--- config.mk ---
export PLATFORM = sky130hd
export DESIGN_NAME = fifo_reader
export DESIGN_NICKNAME = d
export VERILOG_FILES = /design/src/rtl/fifo_reader.sv
export SDC_FILE = /design/constraint.sdc
export NUM_CORES = 1
export LEC_CHECK = 0
export CORE_ASPECT_RATIO = 0.6
export CORE_MARGIN = 1
export CORE_UTILIZATION = 35
export CTS_CLUSTER_DIAMETER = 60
export CTS_CLUSTER_SIZE = 28
export DETAILED_ROUTE_END_ITERATION = 12
export MAX_ROUTING_LAYER = met4
export PLACE_DENSITY = 0.69
export SETUP_SLACK_MARGIN = 0.15
export SLEW_MARGIN = 20
export SYNTH_ARGS = -nofsm -noshare
export SYNTH_HDL_FRONTEND = slang
export SYNTH_SLANG_ARGS = --single-unit
--- constraint.sdc ---
create_clock -name i_clk -period 2.8 [get_ports i_clk]
set_input_delay 0.42 -clock i_clk [delete_from_list [all_inputs] [get_ports i_clk]]
set_output_delay 0.42 -clock i_clk [all_outputs]
set_load 0.05 [all_outputs]
--- src/rtl/fifo_reader.sv ---
// Pop-side companion to the synchronous FIFO: pops on non-empty and re-times words
// into a main + skid output buffer. Optional stall counter: FIFO_READER_STATS_EN.
module fifo_reader #(
    parameter int WIDTH    = 32,
    parameter int CNT_BITS = 16
) (
    input  logic                i_clk,
    input  logic                i_reset,
    input  logic                i_flush,
    input  logic [WIDTH-1:0]    i_fifo_data,
    input  logic                i_fifo_empty,
    output logic                o_fifo_pop,
    output logic [WIDTH-1:0]    o_data,
    output logic                o_valid,
    input  logic                i_ready,
    output logic [1:0]          o_level,
    output logic [CNT_BITS-1:0] o_stall_cnt
);

    // State encoding doubles as the buffered word count.
    typedef enum logic [1:0] {
        EMPTY = 2'd0,
        ONE   = 2'd1,
        TWO   = 2'd2
    } state_t;

    state_t           state;
    state_t           state_nxt;
    logic [WIDTH-1:0] main_q;
    logic [WIDTH-1:0] skid_q;
    logic             pop;
    logic             take;

    // NOTE: sequential state uses non-blocking assignments so every flop samples
    // pre-edge values regardless of process ordering.
    always_ff @(posedge i_clk or posedge i_reset) begin
        if (i_reset) begin
            state <= EMPTY;
        end else begin
            state <= state_nxt;
        end
    end

    // NOTE: default assignment first, so no path through the case leaves
    // state_nxt unassigned and no latch is inferred.
    always_comb begin
        state_nxt = state;
        if (i_flush) begin
            state_nxt = EMPTY;
        end else begin
            unique case (state)
                EMPTY: if (pop) state_nxt = ONE;
                ONE: begin
                    if (pop && !take)      state_nxt = TWO;
                    else if (!pop && take) state_nxt = EMPTY;
                end
                TWO:     if (take) state_nxt = ONE;
                default: state_nxt = EMPTY;
            endcase
        end
    end

    // Pop never fires in TWO, so the buffer cannot overflow.
    always_comb begin
        o_valid    = (state != EMPTY) && !i_flush;
        take       = o_valid && i_ready;
        pop        = !i_fifo_empty && !i_flush && !i_reset && (state != TWO);
        o_fifo_pop = pop;
        o_level    = state;
    end

    // NOTE: the two data registers are reset because o_data must read 0 out of
    // reset; flush leaves their contents stale since o_valid masks them.
    always_ff @(posedge i_clk or posedge i_reset) begin
        if (i_reset) begin
            main_q <= '0;
            skid_q <= '0;
        end else begin
            unique case (state)
                EMPTY: if (pop) main_q <= i_fifo_data;
                ONE: begin
                    if (pop && take)       main_q <= i_fifo_data;
                    else if (pop && !take) skid_q <= i_fifo_data;
                end
                TWO:     if (take) main_q <= skid_q;
                default: ;
            endcase
        end
    end

    assign o_data = main_q;

`ifdef FIFO_READER_STATS_EN
    logic [CNT_BITS-1:0] stall_cnt_q;

    // Saturating count of cycles where a valid word is held off by i_ready.
    always_ff @(posedge i_clk or posedge i_reset) begin
        if (i_reset) begin
            stall_cnt_q <= '0;
        end else if (o_valid && !i_ready && (stall_cnt_q != '1)) begin
            stall_cnt_q <= stall_cnt_q + CNT_BITS'(1);
        end
    end

    assign o_stall_cnt = stall_cnt_q;
`else
    assign o_stall_cnt = '0;
`endif

endmodule

After elaboration in Yosys (flattened, before gate mapping)
Cells that the tools add are included.
Widths: inputs -> output; s select.
{"block": "word_totals", "ff_bits": 66, "inputBits": 37, "output_inout_bits": 52, "wordCells": 42}
{"block": "classes", "eq_ne": 9, "n_mux": 10, "bitwise_logic": 1, "n_reduce_logical": 19}
{"cell": "$mux 32", "count": 3}
{"cell": "$pmux 32 s3", "count": 1}
{"cell": "$mux 2", "count": 5}
{"cell": "$logic_and 1x1->1", "count": 8}
{"cell": "$ne 2x2->1 const B", "count": 4}
{"cell": "$ne 3x3->1 const B", "count": 2}
{"cell": "$pmux 2 s3", "count": 1}
{"cell": "$reduce_and 3->1", "count": 2}
{"cell": "$logic_not 1->1", "count": 5}
{"cell": "$ne 4x4->1 const B", "count": 1}
{"cell": "$reduce_and 4->1", "count": 1}
{"cell": "$reduce_bool 3->1", "count": 1}
{"cell": "$eq 2x1->1 const B", "count": 1}
{"cell": "$eq 2x2->1 const B", "count": 1}
{"cell": "$logic_not 2->1", "count": 1}
{"cell": "$reduce_bool 2->1", "count": 1}
{"cell": "$not 1->1", "count": 1}

Depth between registers and ports, before layout
Gate-level depths: netlist of run 1.
{"block": "depth", "depth_word": 10, "ltp_mapped": 6, "mapped_depth_nobuf": 4}

Worst setup path before layout of run 1
Ideal clock, no wire load.
{"block": "synth_timing", "path_type": "reg2out", "from": "register state[0] (netlist: o_level[0])", "to": "output o_fifo_pop", "arrival_time_ps": 2600, "required_ps": 2380, "slack_ps": -220, "stages_incl_launch_ff": 5, "path_buffers": 2, "cell_sequence": "dfrtp_1 -> nand2b_1 -> clkbuf_1 -> buf_2 -> nor3b_1"}
{"block": "synth_via", "elab_chain_cells": 2}
{"item": "from (decl)", "line_no": "27", "source": "state_t state;"}
{"item": "from (signal assigned)", "line_no": "40", "source": "state <= state_nxt;"}
{"item": "$ne 2x2->1", "line_no": "67", "source": "pop = !i_fifo_empty && !i_flush && !i_reset && (state != TWO);"}
{"item": "$logic_and 1x1->1", "line_no": "67"}
{"item": "to (decl)", "line_no": "12", "source": "output logic o_fifo_pop,"}
No other way between the ends.

Worst setup path after layout of run 1
{"block": "layout_timing", "from": "input i_flush", "to": "output o_valid"}
{"block": "layout_via", "elab_chain_cells": 2}
{"item": "from (decl)", "line_no": "9", "source": "input logic i_flush,"}
{"item": "$logic_not 1->1", "line_no": "65", "source": "o_valid = (state != EMPTY) && !i_flush;"}
{"item": "$logic_and 1x1->1", "line_no": "65"}
{"item": "to (decl)", "line_no": "14", "source": "output logic o_valid,"}
No other way between the ends.

==> flow_metrics.env, run 1 <==
export IMPL_syn_area_sq_um=3060
export IMPL_synth_seq_cells=66
export IMPL_drive_gt1_share_pct=18.8
export IMPL_cts_made_buffers=9
export IMPL_drt_iter0_drc=95
export IMPL_wirelength_um=6200
export IMPL_fp_coreArea_sq_um=8160
export IMPL_required_ns=2.38
export IMPL_cellLeakagePower_nw=2.14
export IMPL_ir_drop_mv=0.361
export IMPL_ctsHoldBuffers=0
export IMPL_hold_viol=0
export IMPL_num_vias=1967
export IMPL_post_cts_setup_buffer_count=0
export IMPL_worstSetupStartpointType="primary input"
export IMPL_nFillCells=719
export IMPL_ff_latch_area_sq_um=1650
export IMPL_cp_data_arrival_time_ns=1.90
export IMPL_wl_per_cell_um=14.5
export IMPL_setup_viol=0
export IMPL_start_util_pct=37.5
export IMPL_die_height_um=74.4
export IMPL_rsz0062_at_grt="no"
export IMPL_ys_types=23
export IMPL_hold_path_class="primary input to async pin"
export IMPL_critPathSlowestCell="clkdlybuf4s50_1"
export IMPL_drc=0
export IMPL_grt_usage_pct=15.7
export IMPL_overflow=0
export IMPL_reg2reg_from="o_level[0]"
export IMPL_period_share_pct=82.9
export IMPL_hold_ws_ns=0.407
export IMPL_ys_seq_area_share_pct=54.0
export IMPL_grt_max_degree=34
export IMPL_outcome="finished clean"
export IMPL_fin_skew_ns=0.00517
export IMPL_root_buffer="clkbuf_16"
export IMPL_rows=25
export IMPL_antenna_found_initial=0
export IMPL_multiInputGateArea_sq_um=1250
export IMPL_r2r_end="o_data[3]"
export IMPL_grt_pass1_wl_um=10200
export IMPL_yosys_warnings=0
export IMPL_crit_top_cell="clkdlybuf4s50_1"
export IMPL_p_per_area_nw_per_um2=831
export IMPL_place_hpwl_um=4290
export IMPL_htreeDepth=3
export IMPL_slowest_delay_ns=0.80
export IMPL_final_nets=351
export IMPL_r2r_cells=4
export IMPL_cts_tree="yes"
export IMPL_most_common_layout_cells="clkdlybuf4s50_1, dfrtp_1, mux2i_1"
export IMPL_portBuffers=72
export IMPL_place_gp_congestion=0.731
export IMPL_clock_sinks=66
export IMPL_syn_area_per_cell_sq_um=12.6
export IMPL_maxCapViolCount=0
export IMPL_dpl_cell_area_sq_um=3810
export IMPL_path_class="primary input to output port"
export IMPL_end_kind="output port"
export IMPL_dieArea_sq_um=9130
export IMPL_grt_pass1_vias=2003
export IMPL_critPathMaxFanout=6
export IMPL_regToRegSetupSlack_ns=0.93
export IMPL_routed_via_density=4.61
export IMPL_finalCriticalPeriod_ns=2.32
export IMPL_path_delay_family="buffers and inverters"
export IMPL_ctsLongestPathBuffers=2
export IMPL_syn_instance_count=242
export IMPL_diodes=0
export IMPL_final_antenna_net_count=0
export IMPL_critPathBufInv=2
export IMPL_fp_dieW_um=123
export IMPL_cts_resized=0
export IMPL_mostFrequentLayoutCell="clkdlybuf4s50_1"
export IMPL_finalMaxSlewViolations=0
export IMPL_path_cells="clkdlybuf4s50_1 > nor2_1 > clkdlybuf4s50_1"
export IMPL_final_area_sq_um=4130
export IMPL_fmax_ghz=0.431
export IMPL_io_pins=89
export IMPL_areaGrowthSynthToFinish_pct=34.9
export IMPL_worst_pin_slew_ns=0.620
export IMPL_slew_limit_headroom_pct=58.7
export IMPL_clk_pin_slew_worst_paths_ns=0.06
export IMPL_clkLatencyLatePin_ns=0.33
export IMPL_fin_setup_tns_ns=0
export IMPL_first_pass_iters=4
export IMPL_path_depth=3
==> layout make-up <==
type / instances / area share (%)
sequential: 66 / 40.0
multi-input combinational: 159 / 30.3
timing repair buffer: 77 / 18.6
clock buffer: 9 / 5.46
tap: 108 / 3.27
clock inverter: 7 / 2.27
inverter: 1 / 0.0910
==> cell usage after synthesis <==
| cell type | instances | area, sq um |
|---|---|---|
| dfrtp_1 | 66 | 1650 |
| mux2i_1 | 33 | 330 |
| nand2_1 | 32 | 120 |
| o21ai_1 | 32 | 160 |
| mux2_4 | 29 | 435 |
| buf_4 | 16 | 120 |
| buf_2 | 10 | 50.1 |
| buf_6 | 4 | 45.0 |
| mux2_2 | 3 | 33.8 |
| nand2b_1 | 3 | 18.8 |
| nor2_1 | 2 | 7.51 |
| a31o_1 | 1 | 8.76 |
| a31oi_1 | 1 | 6.26 |
| clkbuf_1 | 1 | 3.75 |
| conb_1 | 1 | 3.75 |
| inv_1 | 1 | 3.75 |
| nand3b_1 | 1 | 7.51 |
| nor3b_1 | 1 | 7.51 |
| o31ai_1 | 1 | 7.51 |
| or2_4 | 1 | 8.76 |
| or4_1 | 1 | 7.51 |
| or4_4 | 1 | 11.3 |
| or4b_1 | 1 | 10.0 |
==> layer usage <==
metal | vias to the layer above | routed length, um | global-route usage, %
met5 | - | 0 | -
met3 | 6 | 425 | 5.29
met4 | 0 | 36 | 4.47
met1 | 953 | 3140 | 21.9
met2 | 65 | 2600 | 21.3
li1 | 943 | - | -
==> flip-flops by register name, indices dropped and copies added, names as in the netlist <==
name and count:
o_data 32, skid_q 32, o_level 2
==> stage by stage <==
stage | power [mW] | util (%) | setup WS [ns] | cells
6_report | 3.43 | 50.5 | 0.478 | 427
4_1_cts | 3.46 | 50.5 | 0.462 | 427
3_5_place_dp | 2.26 | 46.6 | 0.327 | 411
5_1_grt | 3.59 | 50.5 | 0.437 | 427
2_1_floorplan | 1.94 | - | 0.269 | 257
3_3_place_gp | 2.24 | 46.6 | 0.358 | 411
==> where the power goes <==
part           total [mW]  leakage [nW]  internal (mW)  switching, mW
clock                1.19         0.151          0.777          0.412
sequential           1.26         0.845           1.15          0.110
combinational       0.981          1.14          0.393          0.588
total                3.43          2.14           2.32           1.11
==> logic make-up after synthesis <==
group,synth area share [%]
buffers and inverters,7.28
other,0.123
flip-flops,54.0
AND/OR/NAND/NOR,6.50
multiplexers,26.1
AO/OA/AOI/OAI,5.97
==> how the worst max path moves through the flow <==
stage	startpoint	to	slack, ns
final	i_flush	o_valid	0.48
after global placement	i_reset	skid_q[5]	0.36
after floorplan	o_level[0]	o_fifo_pop	0.27
after detailed placement	i_reset	skid_q[4]	0.33
after CTS	i_flush	o_valid	0.46
after global routing	i_flush	o_valid	0.44
Note: power is estimated with default switching activity, not from simulation.
==> run 2: changes to the inputs <==
Clock period 2.8 ns to 2.4 ns, I/O delays scaled along.
==> flow_metrics.env, run 2 (synthesis results as in run 1) <==
export IMPL_num_vias=1929
export IMPL_grt_pass1_wl_um=9940
export IMPL_fin_setup_tns_ns=0
export IMPL_place_hpwl_um=4130
export IMPL_finalCriticalPeriod_ns=2.02
export IMPL_final_nets=353
export IMPL_fin_skew_ns=0.00552
export IMPL_critPathBufInv=1
export IMPL_nFillCells=698
export IMPL_setup_viol=0
export IMPL_slowest_delay_ns=0.86
export IMPL_final_util_pct=50.9
export IMPL_hold_path_class="flip-flop to flip-flop"
export IMPL_grt_usage_pct=15.4
export IMPL_io_pins=89
export IMPL_drc=0
export IMPL_post_cts_setup_buffer_count=0
export IMPL_path_class="flip-flop to output port"
export IMPL_path_delay_family="buffers and inverters"
export IMPL_required_ns=2.04
export IMPL_clkLatencyLatePin_ns=0.32
export IMPL_worstSetupStartpointType="flip-flop"
export IMPL_cts_resized=0
export IMPL_dieArea_sq_um=9130
export IMPL_cellLeakagePower_nw=2.15
export IMPL_areaGrowthSynthToFinish_pct=35.9
export IMPL_finalMaxSlewViolations=0
export IMPL_dpl_cell_area_sq_um=3860
export IMPL_critPathSlowestCell="clkdlybuf4s50_1"
export IMPL_place_gp_congestion=0.680
export IMPL_end_kind="output port"
export IMPL_root_buffer="clkbuf_16"
export IMPL_antenna_found_initial=0
export IMPL_total_power_mw=3.90
export IMPL_hold_path_cell_count=2
export IMPL_wirelength_um=6260
export IMPL_grt_pass1_vias=1937
export IMPL_clock_sinks=66
export IMPL_path_depth=1
export IMPL_wl_per_cell_um=14.6
export IMPL_first_pass_iters=4
export IMPL_routed_via_density=4.51
export IMPL_final_antenna_net_count=0
export IMPL_cp_data_arrival_time_ns=1.66
export IMPL_overflow=0
export IMPL_p_per_area_nw_per_um2=939
export IMPL_most_common_layout_cells="clkdlybuf4s50_1, dfrtp_1, mux2i_1"
export IMPL_htreeDepth=3
export IMPL_slew_limit_headroom_pct=65.0
export IMPL_grt_max_degree=67
export IMPL_fmax_ghz=0.495
export IMPL_die_height_um=74.4
export IMPL_mostFrequentLayoutCell="clkdlybuf4s50_1"
export IMPL_r2r_cells=5
export IMPL_fp_coreArea_sq_um=8160
export IMPL_diodes=0
export IMPL_cts_made_buffers=9
export IMPL_ctsHoldBuffers=0
export IMPL_period_share_pct=84.2
export IMPL_worst_pin_slew_ns=0.524
export IMPL_cts_tree="yes"
export IMPL_outcome="finished clean"
export IMPL_final_area_sq_um=4160
export IMPL_ir_drop_mv=0.485
export IMPL_rsz0062_at_grt="no"
export IMPL_clk_pin_slew_worst_paths_ns=0.06
export IMPL_ff_latch_area_sq_um=1650
export IMPL_maxCapViolCount=0
export IMPL_drive_gt1_share_pct=19.7
export IMPL_critPathMaxFanout=8
export IMPL_ctsLongestPathBuffers=2
export IMPL_portBuffers=72
export IMPL_path_cells="clkdlybuf4s50_1"
export IMPL_rows=25
export IMPL_drt_iter0_drc=101
export IMPL_fp_dieW_um=123
export IMPL_hold_viol=0
export IMPL_start_util_pct=37.5
export IMPL_multiInputGateArea_sq_um=1250
-- run 2: cell count changes in the layout (fill, tap and decap cells not counted), sizes merged --
cell / before / now
bufinv: 2 / 1
buf: 6 / 9
inv: 1 / 2
clkinv: 3 / 2
clkdlybuf4s50: 71 / 70
-- run 2: routing by layer --
layer / GRT usage, % / wire length (um)
met4: 4.47 / 37
met5: - / 0
met1: 20.4 / 3170
met2: 21.7 / 2710
met3: 5.75 / 337
-- run 2: layout make-up --
class / count / area share, %
timing repair buffer: 79 / 19.7
inverter: 1 / 0.0903
tap: 108 / 3.25
multi-input combinational: 159 / 30.2
clock inverter: 6 / 1.63
clock buffer: 9 / 5.42
sequential: 66 / 39.8
-- run 2: worst register-to-register path, stage by stage, from the launching register on --
cell     delay [ns]
dfrtp_1        0.46
or4b_1         0.57
a31o_2         0.27
buf_4          0.24
nand2_1        0.10
o21ai_1        0.07
-- run 2: where the power goes --
group          total (mW)  switching [mW]  internal [mW]  leakage, nW
clock network        1.28           0.484          0.801        0.138
registers            1.47           0.132           1.34        0.843
logic                1.15           0.686          0.461         1.17
total                3.90            1.30           2.60         2.15
-- run 2: final timing paths --
path,start,end,slack [ns]
max in group asynchronous,i_reset,o_data[27],1.60
min in group asynchronous,i_reset,o_data[16],0.49
hold reg to reg,o_data[1],o_data[1],0.48
hold / removal,o_data[1],o_data[1],0.48
setup reg to reg,o_level[1],o_data[18],0.55
setup / recovery,o_level[1],o_level[1],0.38
-- run 2: metrics by stage --
stage / cells / setup slack, ns / hold WS [ns]
2_1_floorplan: 257 / 0.201 / 0.420
3_3_place_gp: 413 / 0.148 / 0.465
3_5_place_dp: 413 / 0.124 / 0.477
4_1_cts: 428 / 0.372 / 0.489
5_1_grt: 428 / 0.313 / 0.508
6_report: 428 / 0.379 / 0.479
==> run 3: changes to the inputs <==
Settings changed: PLACE_DENSITY 0.69 to 0.71.
Clock period 2.4 ns to 1.7 ns, I/O delays scaled along.
==> flow_metrics.env, run 3 (synthesis results as in run 1) <==
export IMPL_outcome="finished, violations left"
export IMPL_violations="negative setup slack"
export IMPL_clkLatencyLatePin_ns=0.33
export IMPL_root_buffer="clkbuf_16"
export IMPL_placedCellCount=420
export IMPL_wirelength_um=6900
export IMPL_drive_gt1_share_pct=37.8
export IMPL_met3_length_um=485
export IMPL_path_cells="or4_4 > buf_6 > buf_16 > mux2_4"
export IMPL_top_layer="met4"
export IMPL_start_util_pct=37.5
export IMPL_path_class="flip-flop to flip-flop"
export IMPL_finalCriticalPeriod_ns=1.73
export IMPL_clock_sinks=66
export IMPL_required_ns=1.91
export IMPL_reg2reg_from="o_level[1]"
export IMPL_fmax_ghz=0.578
export IMPL_critPathBufInv=2
export IMPL_dp_slack_ns=-0.444
export IMPL_hold_path_class="primary input to async pin"
export IMPL_dpl_cell_area_sq_um=3910
export IMPL_dieArea_sq_um=9130
export IMPL_hold_viol=0
export IMPL_slowest_delay_ns=0.59
export IMPL_maxCapViolCount=0
export IMPL_end_kind="flip-flop"
export IMPL_setup_viol=31
export IMPL_cellLeakagePower_nw=2.38
export IMPL_areaGrowthSynthToFinish_pct=44.8
export IMPL_antenna_found_initial=0
export IMPL_final_area_sq_um=4430
export IMPL_cts_made_buffers=9
export IMPL_final_nets=372
export IMPL_wl_per_cell_um=15.4
export IMPL_htreeDepth=3
export IMPL_routed_via_density=4.64
export IMPL_rows=25
export IMPL_finalMaxSlewViolations=0
export IMPL_portBuffers=72
export IMPL_die_height_um=74.4
export IMPL_diodes=0
export IMPL_first_pass_iters=4
export IMPL_place_hpwl_um=4450
export IMPL_dr_wl_met2_um=2870
export IMPL_met1Wirelength_um=3430
export IMPL_drc=0
export IMPL_worstSetupStartpointType="flip-flop"
export IMPL_path_depth=4
export IMPL_ctsHoldBuffers=0
export IMPL_grt_usage_pct=17.4
export IMPL_critPathSlowestCell="or4_4"
export IMPL_rsz0062_at_grt="yes"
export IMPL_grt_pass1_wl_um=11200
export IMPL_most_common_layout_cells="dfrtp_1, buf_4, mux2i_1, clkdlybuf4s50_1"
export IMPL_num_vias=2072
export IMPL_grt_pass1_vias=2137
export IMPL_regToRegSetupSlack_ns=-0.03
export IMPL_period_share_pct=102
export IMPL_fin_ws_ns=-0.0297
export IMPL_final_antenna_net_count=0
export IMPL_drt_iter0_drc=61
export IMPL_fp_coreArea_sq_um=8160
export IMPL_path_delay_family="simple AND/OR/NAND/NOR gates"
export IMPL_critPathMaxFanout=4
export IMPL_io_pins=89
export IMPL_fp_dieW_um=123
export IMPL_layout_cells_non_filler=447
export IMPL_ir_drop_mv=0.598
export IMPL_fin_skew_ns=0.00491
export IMPL_r2r_end="skid_q[31]"
export IMPL_p_per_area_nw_per_um2=1220
export IMPL_cts_tree="yes"
export IMPL_grt_max_degree=33
export IMPL_cp_data_arrival_time_ns=1.94
export IMPL_mostFrequentLayoutCell="dfrtp_1"
export IMPL_place_gp_congestion=0.780
export IMPL_clk_pin_slew_worst_paths_ns=0.05
export IMPL_overflow=0
export IMPL_ctsLongestPathBuffers=2
export IMPL_r2r_cells=4
==> run 3: changes by cell type in the layout (fill, tap and decap cells not counted), sizes merged <==
| cell | previous run | this run |
|---|---|---|
| dlygate4sd2 | 0 | 3 |
| bufinv | 1 | 0 |
| clkinvlp | 2 | 1 |
| inv | 2 | 0 |
| clkdlybuf4s50 | 70 | 33 |
| clkbuf | 9 | 12 |
| clkinv | 2 | 3 |
| buf | 9 | 62 |
==> run 3: stage by stage <==
stage          utilization [%]  hold slack (ns)  TNS [ns]  total power, mW
2_1_floorplan                -            0.315     -4.50             3.21
3_3_place_gp              47.9            0.467    -25.83             3.67
3_5_place_dp              47.9            0.478    -26.94             3.71
4_1_cts                   54.1            0.219    -0.246             5.47
5_1_grt                   54.3            0.250     -2.24             5.68
6_report                  54.3            0.216    -0.623             5.42
==> run 3: layout make-up <==
| class | count | area (sq um) |
|---|---|---|
| clock inverter | 3 | 15.0 |
| sequential | 66 | 1650 |
| tap | 108 | 135 |
| inverter | 1 | 7.51 |
| timing repair buffer | 98 | 1050 |
| multi-input combinational | 159 | 1320 |
| clock buffer | 12 | 256 |
| fill | 697 | 3730 |
==> run 3: power by group <==
part           internal [mW]  total (mW)  switching [mW]
clock network           1.05        1.70           0.648
registers               1.89        2.09           0.194
logic                  0.643        1.64           0.996
total                   3.58        5.42            1.84
==> run 3: worst max-delay path by stage <==
stage,to,start
2_1_floorplan,o_fifo_pop,o_level[0]
3_3_place_gp,skid_q[4],i_reset
3_5_place_dp,o_data[4],i_fifo_empty
4_1_cts,skid_q[6],o_level[1]
5_1_grt,skid_q[10],o_level[1]
6_report,skid_q[31],o_level[1]
==> run 3: what timing repair did <==
| action | CTS | global route |
|---|---|---|
| cloned | 4 | 0 |
| buffers inserted | 8 | 0 |
| resized for setup | 24 | 4 |
| endpoints found under the setup margin | 65 | 67 |
| pin swaps | 3 | 1 |
==> run 3: worst reg2reg max path, delay by kind of cell (launching register included) <==
family | cells | cell delay [ns]
simple gates | 1 | 0.60
flops | 1 | 0.43
mux | 1 | 0.29
buf+inv | 2 | 0.30
==> run 3: per-layer routing <==
layer  global-route usage [%]  vias to the layer above
met5                        -                        -
met4                     7.72                        0
met3                     5.83                       12
met2                     24.8                       68
met1                     22.6                     1003
li1                         -                      989
